`src/rtl/uart_rx_deframer_if.sv`:
```
// Byte output channel of the UART receive deframer.
// The deframer drives the master side. The downstream byte consumer takes the slave side.
interface uart_rx_deframer_if #(
  parameter int DATA_BITS = 8
);
  logic [DATA_BITS-1:0] rx_data;
  logic                 rx_valid;
  logic                 rx_ready;

  modport master (output rx_data, output rx_valid, input rx_ready);
  modport slave  (input rx_data, input rx_valid, output rx_ready);
endinterface

```
`src/rtl/uart_rx_deframer.sv`:
```
// UART receive deframer: start-bit validation, mid-bit data sampling and stop-bit check.
// Each completed byte is presented on a valid/ready channel, with framing and overrun strobes.
module uart_rx_deframer #(
  parameter int DATA_BITS  = 8,
  parameter int OVERSAMPLE = 16
) (
  input  logic               clk,
  input  logic               reset,
  input  logic               sample_tick,
  input  logic               rx,
  uart_rx_deframer_if.master byte_if,
  output logic               framing_err,
  output logic               overrun_err,
  output logic               busy
);

  localparam int TICK_W = $clog2(OVERSAMPLE);
  localparam int BIT_W  = $clog2(DATA_BITS + 1);
  localparam logic [TICK_W-1:0] HALF_LAST = TICK_W'(OVERSAMPLE / 2 - 1);
  localparam logic [TICK_W-1:0] TICK_LAST = TICK_W'(OVERSAMPLE - 1);
  localparam logic [BIT_W-1:0]  BIT_LAST  = BIT_W'(DATA_BITS - 1);

  typedef enum logic [2:0] {
    S_IDLE,
    S_START,
    S_DATA,
    S_STOP,
    S_BREAK
  } state_t;

  state_t                 state_q;
  logic                   sync1_q, rxs_q;
  logic [TICK_W-1:0]      tick_q;
  logic [BIT_W-1:0]       bit_q;
  logic [DATA_BITS-1:0]   shift_q;
  logic                   done_q, frm_q, busy_q;
  logic [DATA_BITS-1:0]   data_q;
  logic                   valid_q, ovr_q;

  // Two-flop synchronizer; resets to the idle-high line level so reset never looks like a start bit.
  // NOTE: every clocked register uses non-blocking assignment so all flops update from pre-edge values.
  always_ff @(posedge clk) begin
    if (reset) begin
      sync1_q <= 1'b1;
      rxs_q   <= 1'b1;
    end else begin
      sync1_q <= rx;
      rxs_q   <= sync1_q;
    end
  end

  always_ff @(posedge clk) begin
    if (reset) begin
      state_q <= S_IDLE;
      tick_q  <= '0;
      bit_q   <= '0;
      shift_q <= '0;
      done_q  <= 1'b0;
      frm_q   <= 1'b0;
      busy_q  <= 1'b0;
    end else begin
      done_q <= 1'b0;
      frm_q  <= 1'b0;
      if (sample_tick) begin
        case (state_q)
          S_IDLE: begin
            if (!rxs_q) begin
              state_q <= S_START;
              tick_q  <= '0;
              busy_q  <= 1'b1;
            end
          end
          S_START: begin
            if (tick_q == HALF_LAST) begin
              tick_q <= '0;
              bit_q  <= '0;
              if (!rxs_q) begin
                state_q <= S_DATA;
              end else begin
                state_q <= S_IDLE;
                busy_q  <= 1'b0;
              end
            end else begin
              tick_q <= tick_q + TICK_W'(1);
            end
          end
          S_DATA: begin
            if (tick_q == TICK_LAST) begin
              shift_q <= {rxs_q, shift_q[DATA_BITS-1:1]};
              bit_q   <= bit_q + BIT_W'(1);
              tick_q  <= '0;
              if (bit_q == BIT_LAST) state_q <= S_STOP;
            end else begin
              tick_q <= tick_q + TICK_W'(1);
            end
          end
          S_STOP: begin
            if (tick_q == TICK_LAST) begin
              tick_q <= '0;
              if (rxs_q) begin
                done_q  <= 1'b1;
                state_q <= S_IDLE;
                busy_q  <= 1'b0;
              end else begin
                frm_q   <= 1'b1;
                state_q <= S_BREAK;
              end
            end else begin
              tick_q <= tick_q + TICK_W'(1);
            end
          end
          S_BREAK: begin
            // Wait for the line to return high so a held-low line cannot retrigger a frame.
            if (rxs_q) begin
              state_q <= S_IDLE;
              busy_q  <= 1'b0;
            end
          end
          default: begin
            state_q <= S_IDLE;
            busy_q  <= 1'b0;
          end
        endcase
      end
    end
  end

  // Output handshake. A byte completing in the same clk as an accept replaces the accepted byte.
  always_ff @(posedge clk) begin
    if (reset) begin
      data_q  <= '0;
      valid_q <= 1'b0;
      ovr_q   <= 1'b0;
    end else begin
      ovr_q <= 1'b0;
      if (done_q) begin
        if (!valid_q || byte_if.rx_ready) begin
          data_q  <= shift_q;
          valid_q <= 1'b1;
        end else begin
          ovr_q <= 1'b1;
        end
      end else if (valid_q && byte_if.rx_ready) begin
        valid_q <= 1'b0;
      end
    end
  end

  assign byte_if.rx_data  = data_q;
  assign byte_if.rx_valid = valid_q;
  assign framing_err      = frm_q;
  assign overrun_err      = ovr_q;
  assign busy             = busy_q;

endmodule

```
`src/flat_wrapper.sv`:
```
// flat-port wrapper written by rule: the top's interface ports become plain ports
module uart_rx_deframer_flat 
#(
  parameter int DATA_BITS  = 8,
  parameter int OVERSAMPLE = 16
)
  (clk, reset, sample_tick, rx, framing_err, overrun_err, busy, byte_if_rx_data, byte_if_rx_valid, byte_if_rx_ready);
  uart_rx_deframer_if #(.DATA_BITS(DATA_BITS)) byte_if_i ();
  input  logic clk;
  input  logic reset;
  input  logic sample_tick;
  input  logic rx;
  output logic framing_err;
  output logic overrun_err;
  output logic busy;
  output wire logic [$bits(byte_if_i.rx_data)-1:0] byte_if_rx_data;
  output wire logic [$bits(byte_if_i.rx_valid)-1:0] byte_if_rx_valid;
  input wire logic [$bits(byte_if_i.rx_ready)-1:0] byte_if_rx_ready;
  assign byte_if_rx_data = byte_if_i.rx_data;
  assign byte_if_rx_valid = byte_if_i.rx_valid;
  assign byte_if_i.rx_ready = byte_if_rx_ready;
  uart_rx_deframer #(.DATA_BITS(DATA_BITS), .OVERSAMPLE(OVERSAMPLE)) u_core (.clk(clk), .reset(reset), .sample_tick(sample_tick), .rx(rx), .byte_if(byte_if_i), .framing_err(framing_err), .overrun_err(overrun_err), .busy(busy));
endmodule
```
`config.mk`:
```
export PLATFORM = sky130hd
export DESIGN_NAME = uart_rx_deframer_flat
export DESIGN_NICKNAME = d
export VERILOG_FILES = /design/src/rtl/uart_rx_deframer_if.sv /design/src/rtl/uart_rx_deframer.sv /design/src/flat_wrapper.sv
export SDC_FILE = /design/constraint.sdc
export NUM_CORES = 1
export LEC_CHECK = 0
export CORE_MARGIN = 4
export CORE_UTILIZATION = 58
export CTS_CLUSTER_DIAMETER = 50
export DETAILED_ROUTE_END_ITERATION = 7
export GPL_TIMING_DRIVEN = 0
export HOLD_SLACK_MARGIN = 0.03
export MAX_ROUTING_LAYER = met4
export PLACE_DENSITY = 0.83
export RECOVER_POWER = 50
export SYNTH_ARGS = -nofsm -noshare
export SYNTH_HDL_FRONTEND = slang
export SYNTH_SLANG_ARGS = --single-unit
```
`constraint.sdc`:
```
create_clock -name clk -period 3.73 [get_ports clk]
set_input_delay 1.119 -clock clk [delete_from_list [all_inputs] [get_ports clk]]
set_output_delay 1.119 -clock clk [all_outputs]
set_load 0.05 [all_outputs]
```
==> report_table.html <==
<table>
<tr><th>Metric</th><th>Value</th></tr>
<tr><th colspan="2">Setup path</th></tr>
<tr><td>Reg2reg start</td><td>u_core.tick_q[0]$_SDFFE_PP0P_</td></tr>
<tr><td>Data arrival time of the critical path</td><td>3170 ps</td></tr>
<tr><td>Crit path kind</td><td>in -&gt; reg</td></tr>
<tr><td>Kind of start point of the critical path</td><td>input pin</td></tr>
<tr><td>R2R setup slack</td><td>1610 ps</td></tr>
<tr><td>Register-to-Register Path Depth</td><td>5</td></tr>
<tr><td>Worst path required time</td><td>3940 ps</td></tr>
<tr><td>Crit end category</td><td>flop</td></tr>
<tr><td>Maximum fanout encountered on the critical timing path</td><td>8</td></tr>
<tr><td>Reg-to-reg critical path endpoint</td><td>u_core.shift_q[1]$_SDFFE_PP0P_</td></tr>
<tr><th colspan="2">Yosys</th></tr>
<tr><td>Synthesized area divided by synthesized cell count</td><td>9.28 sq um</td></tr>
<tr><td>Synthesized cell area</td><td>0.00148 sq mm</td></tr>
<tr><td>Share of synthesized area occupied by flip-flops and latches</td><td>46.1%</td></tr>
<tr><td>#FFs+latches synth</td><td>34</td></tr>
<tr><td>Yosys Warn Count</td><td>0</td></tr>
<tr><td>Number of instances in the synthesized netlist</td><td>159</td></tr>
<tr><td>Count of unique library cells instantiated by Yosys</td><td>40</td></tr>
<tr><td>Syn Nets</td><td>166</td></tr>
<tr><th colspan="2">Power and ir drop</th></tr>
<tr><td>Power density of the placed cells</td><td>355 mW/mm^2</td></tr>
<tr><td>Leakage power total</td><td>0.685 nW</td></tr>
<tr><td>IR drop worst, VDD</td><td>0.333 mV</td></tr>
<tr><th colspan="2">CTS</th></tr>
<tr><td>Post-CTS resize count</td><td>0</td></tr>
<tr><td># Post-CTS Setup Buffers</td><td>0</td></tr>
<tr><td>Clk sinks</td><td>34</td></tr>
<tr><td>Register clock-pin slew on the reported worst setup and hold paths</td><td>110 ps</td></tr>
<tr><td>TritonCTS clock tree</td><td>yes</td></tr>
<tr><td>Source-to-sink clock delay at the later pin of the worst-skew pair</td><td>330 ps</td></tr>
<tr><td>Number of buffers on the longest clock path</td><td>2</td></tr>
<tr><td>Clock root buffer</td><td>sky130_fd_sc_hd__clkbuf_4</td></tr>
<tr><td>Total CTS buffers</td><td>5</td></tr>
<tr><td>Hold buffer count at CTS</td><td>0</td></tr>
<tr><td>H-tree levels</td><td>2</td></tr>
<tr><th colspan="2">STA</th></tr>
<tr><td>Transition time of the tightest slew-check pin</td><td>1450 ps</td></tr>
<tr><td>Sum of negative setup slack</td><td>0 ps</td></tr>
<tr><td>Share of the clock period used by the worst path</td><td>79.3%</td></tr>
<tr><td>Highest clock frequency the design can meet</td><td>338 MHz</td></tr>
<tr><td>Unrepaired setup endpoints after global routing</td><td>false</td></tr>
<tr><td>Count of endpoints failing hold in the final timing report</td><td>0</td></tr>
<tr><td>Worst setup skew after layout</td><td>9.09 ps</td></tr>
<tr><td>Final critical-path required period</td><td>2960 ps</td></tr>
<tr><td>Total of endpoints with negative setup slack in the final report</td><td>0</td></tr>
<tr><td>Worst slew margin relative to its limit</td><td>2.54%</td></tr>
<tr><td>Slew Limit Fails</td><td>0</td></tr>
<tr><th colspan="2">Hold path</th></tr>
<tr><td>Count of cells along the worst hold path</td><td>1</td></tr>
<tr><td>Startpoint of the worst hold path</td><td>u_core.sync1_q$_SDFF_PP1_</td></tr>
<tr><td>Worst hold path type</td><td>reg -&gt; reg</td></tr>
<tr><td>End point of the worst hold path</td><td>u_core.rxs_q$_SDFF_PP1_</td></tr>
<tr><th colspan="2">Layout</th></tr>
<tr><td>FF+latch area</td><td>681 sq um</td></tr>
<tr><td>Non-Filler Cell Area, Final</td><td>0.00173 sq mm</td></tr>
<tr><td>Number of nets at the end of the flow</td><td>189</td></tr>
<tr><td>Final antenna diode count</td><td>0</td></tr>
<tr><td>Layout overhead on the synthesized area</td><td>17.0%</td></tr>
<tr><td>Multi-input gate area in the final layout</td><td>719 sq um</td></tr>
<tr><td>Share of cells above drive strength 1</td><td>8.74%</td></tr>
<tr><td>Final-layout fill cell count</td><td>197</td></tr>
<tr><th colspan="2">Global route</th></tr>
<tr><td>Via count of the first global-routing pass</td><td>1,066</td></tr>
<tr><td>Largest net degree at the start of global routing</td><td>12</td></tr>
<tr><td>Antenna violations before repair</td><td>0</td></tr>
<tr><td>Global Route Usage Sum</td><td>19.0%</td></tr>
<tr><td>Leftover overflow at the end of global routing</td><td>0</td></tr>
<tr><td>Wire length of the first global-routing pass</td><td>4.81 mm</td></tr>
<tr><th colspan="2">Floorplan</th></tr>
<tr><td>Initial core utilization</td><td>60.1%</td></tr>
<tr><td>I/O pin count</td><td>17</td></tr>
<tr><td>Standard-cell rows</td><td>18</td></tr>
<tr><td>DIE HEIGHT</td><td>58.4 um</td></tr>
<tr><td>Core Region</td><td>0.00245 sq mm</td></tr>
<tr><td>Die area</td><td>0.00341 sq mm</td></tr>
<tr><td>Width of the chip</td><td>58.4 um</td></tr>
<tr><th colspan="2">Detailed routing</th></tr>
<tr><td>Number of DRC markers in iteration 0</td><td>34</td></tr>
<tr><td>Post-Route WL</td><td>2.93 mm</td></tr>
<tr><td>Detail Route Antenna Nets</td><td>0</td></tr>
<tr><td>Per-cell via count in the routed design</td><td>5.59</td></tr>
<tr><td>First-pass iteration count of the detailed router</td><td>6</td></tr>
<tr><td>Routed len/inst</td><td>13.8 um</td></tr>
<tr><td>DRC Markers</td><td>0</td></tr>
<tr><td>Via count</td><td>1,191</td></tr>
<tr><th colspan="2">Placement</th></tr>
<tr><td>Count of input and output buffers</td><td>16</td></tr>
<tr><td>Area of placed instances</td><td>0.00167 sq mm</td></tr>
<tr><td>Routability congestion estimate</td><td>0.833</td></tr>
<tr><td>Detailed Place HPWL</td><td>2.14 mm</td></tr>
<tr><th colspan="2">Flow run</th></tr>
<tr><td>Max-capacitance violation count</td><td>0</td></tr>
<tr><th colspan="2">Outcome</th></tr>
<tr><td>Outcome</td><td>complete, no violations</td></tr>
</table>
how the worst max path moves through the flow:
stage / from / endpoint / slack [ps] / cells after the start
global placement: reset / u_core.shift_q[0]$_SDFFE_PP0P_ / 1030 / 4
global route: byte_if_rx_ready / u_core.byte_if.rx_data[1]$_SDFFE_PP0P_ / 640 / 4
finish: byte_if_rx_ready / u_core.byte_if.rx_data[1]$_SDFFE_PP0P_ / 770 / 4
floorplan: sample_tick / u_core.bit_q[1]$_SDFFE_PP0P_ / 1780 / 4
detailed placement: reset / u_core.shift_q[1]$_SDFFE_PP0P_ / 970 / 4
CTS: u_core.byte_if.rx_valid$_SDFFE_PP0P_ / byte_if_rx_valid / 1070 / 1
placed cells by master, fill, tap and decap left out, types with 2 or more instances in the layout:
master | netlist | routed
sky130_fd_sc_hd__mux2i_1 | 17 | 17
sky130_fd_sc_hd__dlygate4sd3_1 | 0 | 3
sky130_fd_sc_hd__inv_1 | 5 | 5
sky130_fd_sc_hd__nand2b_1 | 3 | 3
sky130_fd_sc_hd__clkbuf_1 | 5 | 5
sky130_fd_sc_hd__dfxtp_1 | 34 | 34
sky130_fd_sc_hd__nand3b_1 | 2 | 2
sky130_fd_sc_hd__a21oi_1 | 8 | 8
sky130_fd_sc_hd__buf_6 | 2 | 2
sky130_fd_sc_hd__clkbuf_4 | 0 | 5
sky130_fd_sc_hd__nand2_1 | 8 | 8
sky130_fd_sc_hd__or2_2 | 4 | 4
sky130_fd_sc_hd__ha_1 | 2 | 2
sky130_fd_sc_hd__or4_1 | 4 | 4
sky130_fd_sc_hd__or3b_1 | 2 | 2
sky130_fd_sc_hd__nor3b_1 | 3 | 3
sky130_fd_sc_hd__clkdlybuf4s50_1 | 0 | 13
sky130_fd_sc_hd__nor2_1 | 27 | 28
sky130_fd_sc_hd__o21ai_0 | 3 | 5
sky130_fd_sc_hd__nor3_1 | 3 | 3
sky130_fd_sc_hd__a22oi_1 | 2 | 2
sky130_fd_sc_hd__o31ai_1 | 2 | 2
sky130_fd_sc_hd__nand3_1 | 3 | 3
cells by family after synthesis:
group           count (synthesis)  synth area share (%)
mux                            18                  12.3
flops                          34                  46.1
fa+ha+maj                       2                  1.70
xor+xnor                        2                  1.19
compound gates                 25                  11.6
simple gates                   65                  22.7
buf+inv                        13                  4.33
worst max-delay path, stage by stage:
cell and delay (ps):
sky130_fd_sc_hd__dlygate4sd3_1 560, sky130_fd_sc_hd__o21ai_0 1110, sky130_fd_sc_hd__mux2i_1 300, sky130_fd_sc_hd__nor2_1 70
Yosys cell counts:
library cell	number	area (sq um)
sky130_fd_sc_hd__dfxtp_1	34	681
sky130_fd_sc_hd__nor2_1	27	101
sky130_fd_sc_hd__mux2i_1	17	170
sky130_fd_sc_hd__a21oi_1	8	40.0
sky130_fd_sc_hd__nand2_1	8	30.0
sky130_fd_sc_hd__clkbuf_1	5	18.8
sky130_fd_sc_hd__inv_1	5	18.8
sky130_fd_sc_hd__or2_2	4	25.0
sky130_fd_sc_hd__or4_1	4	30.0
sky130_fd_sc_hd__nand2b_1	3	18.8
sky130_fd_sc_hd__nand3_1	3	15.0
sky130_fd_sc_hd__nor3_1	3	15.0
sky130_fd_sc_hd__nor3b_1	3	22.5
sky130_fd_sc_hd__o21ai_0	3	15.0
sky130_fd_sc_hd__a22oi_1	2	15.0
sky130_fd_sc_hd__buf_6	2	22.5
sky130_fd_sc_hd__ha_1	2	25.0
sky130_fd_sc_hd__nand3b_1	2	15.0
sky130_fd_sc_hd__o31ai_1	2	15.0
sky130_fd_sc_hd__or3b_1	2	17.5
sky130_fd_sc_hd__a211o_1	1	8.76
sky130_fd_sc_hd__a21o_1	1	7.51
sky130_fd_sc_hd__a21oi_2	1	8.76
sky130_fd_sc_hd__a32oi_1	1	8.76
sky130_fd_sc_hd__a41o_1	1	10.0
sky130_fd_sc_hd__and2_1	1	6.26
sky130_fd_sc_hd__and4_1	1	8.76
sky130_fd_sc_hd__buf_1	1	3.75
sky130_fd_sc_hd__mux2_2	1	11.3
sky130_fd_sc_hd__nand4_1	1	6.26
sky130_fd_sc_hd__nor2_4	1	11.3
sky130_fd_sc_hd__nor2b_1	1	6.26
sky130_fd_sc_hd__o211a_1	1	10.0
sky130_fd_sc_hd__o21ai_1	1	5.00
sky130_fd_sc_hd__o21ai_2	1	8.76
sky130_fd_sc_hd__o311a_1	1	10.0
sky130_fd_sc_hd__o31a_1	1	8.76
sky130_fd_sc_hd__or2_1	1	6.26
sky130_fd_sc_hd__xnor2_1	1	8.76
sky130_fd_sc_hd__xor2_1	1	8.76
state kept, by name, indices dropped and copies added (netlist names), 3 cells and up:
name                    count
u_core.tick_q               4
u_core.bit_q                4
u_core.shift_q              8
u_core.state_q              3
u_core.byte_if.rx_data      8
routing by layer:
layer / wire length (um) / vias up / GRT usage (%)
met1: 1350 / 560 / 23.1
met2: 1400 / 24 / 29.0
met3: 131 / 6 / 6.80
met4: 52 / 0 / 6.62
met5: 0 / - / -
li1: - / 601 / -
cell type report:
cell class / instances / share of cell area (%)
repair buffers: 16 / 9.28
flip-flops and latches: 34 / 39.4
well taps: 30 / 2.18
plain buffers: 8 / 2.61
multi-input cells: 112 / 41.7
clock buffers: 6 / 2.97
inverters: 5 / 1.09
clock inverters: 2 / 0.725
report_power, final:
group          internal, mW  switching, mW
Clock                0.0906          0.123
Sequential            0.366        0.00239
Combinational        0.0118         0.0191
stage by stage:
step                      instances  worst slack, ps  util (%)  power [mW]  hold WS [ps]
after global routing            213              645      70.3       0.636           463
final                           213              772      70.3       0.612           436
after detailed placement        205              966      68.1       0.408           401
after CTS                       213             1070      70.7       0.616           433
after global placement          205             1030      68.1       0.406           391
after floorplan                 159             1780         -       0.396           389
Power figures use the tool's default switching activity.
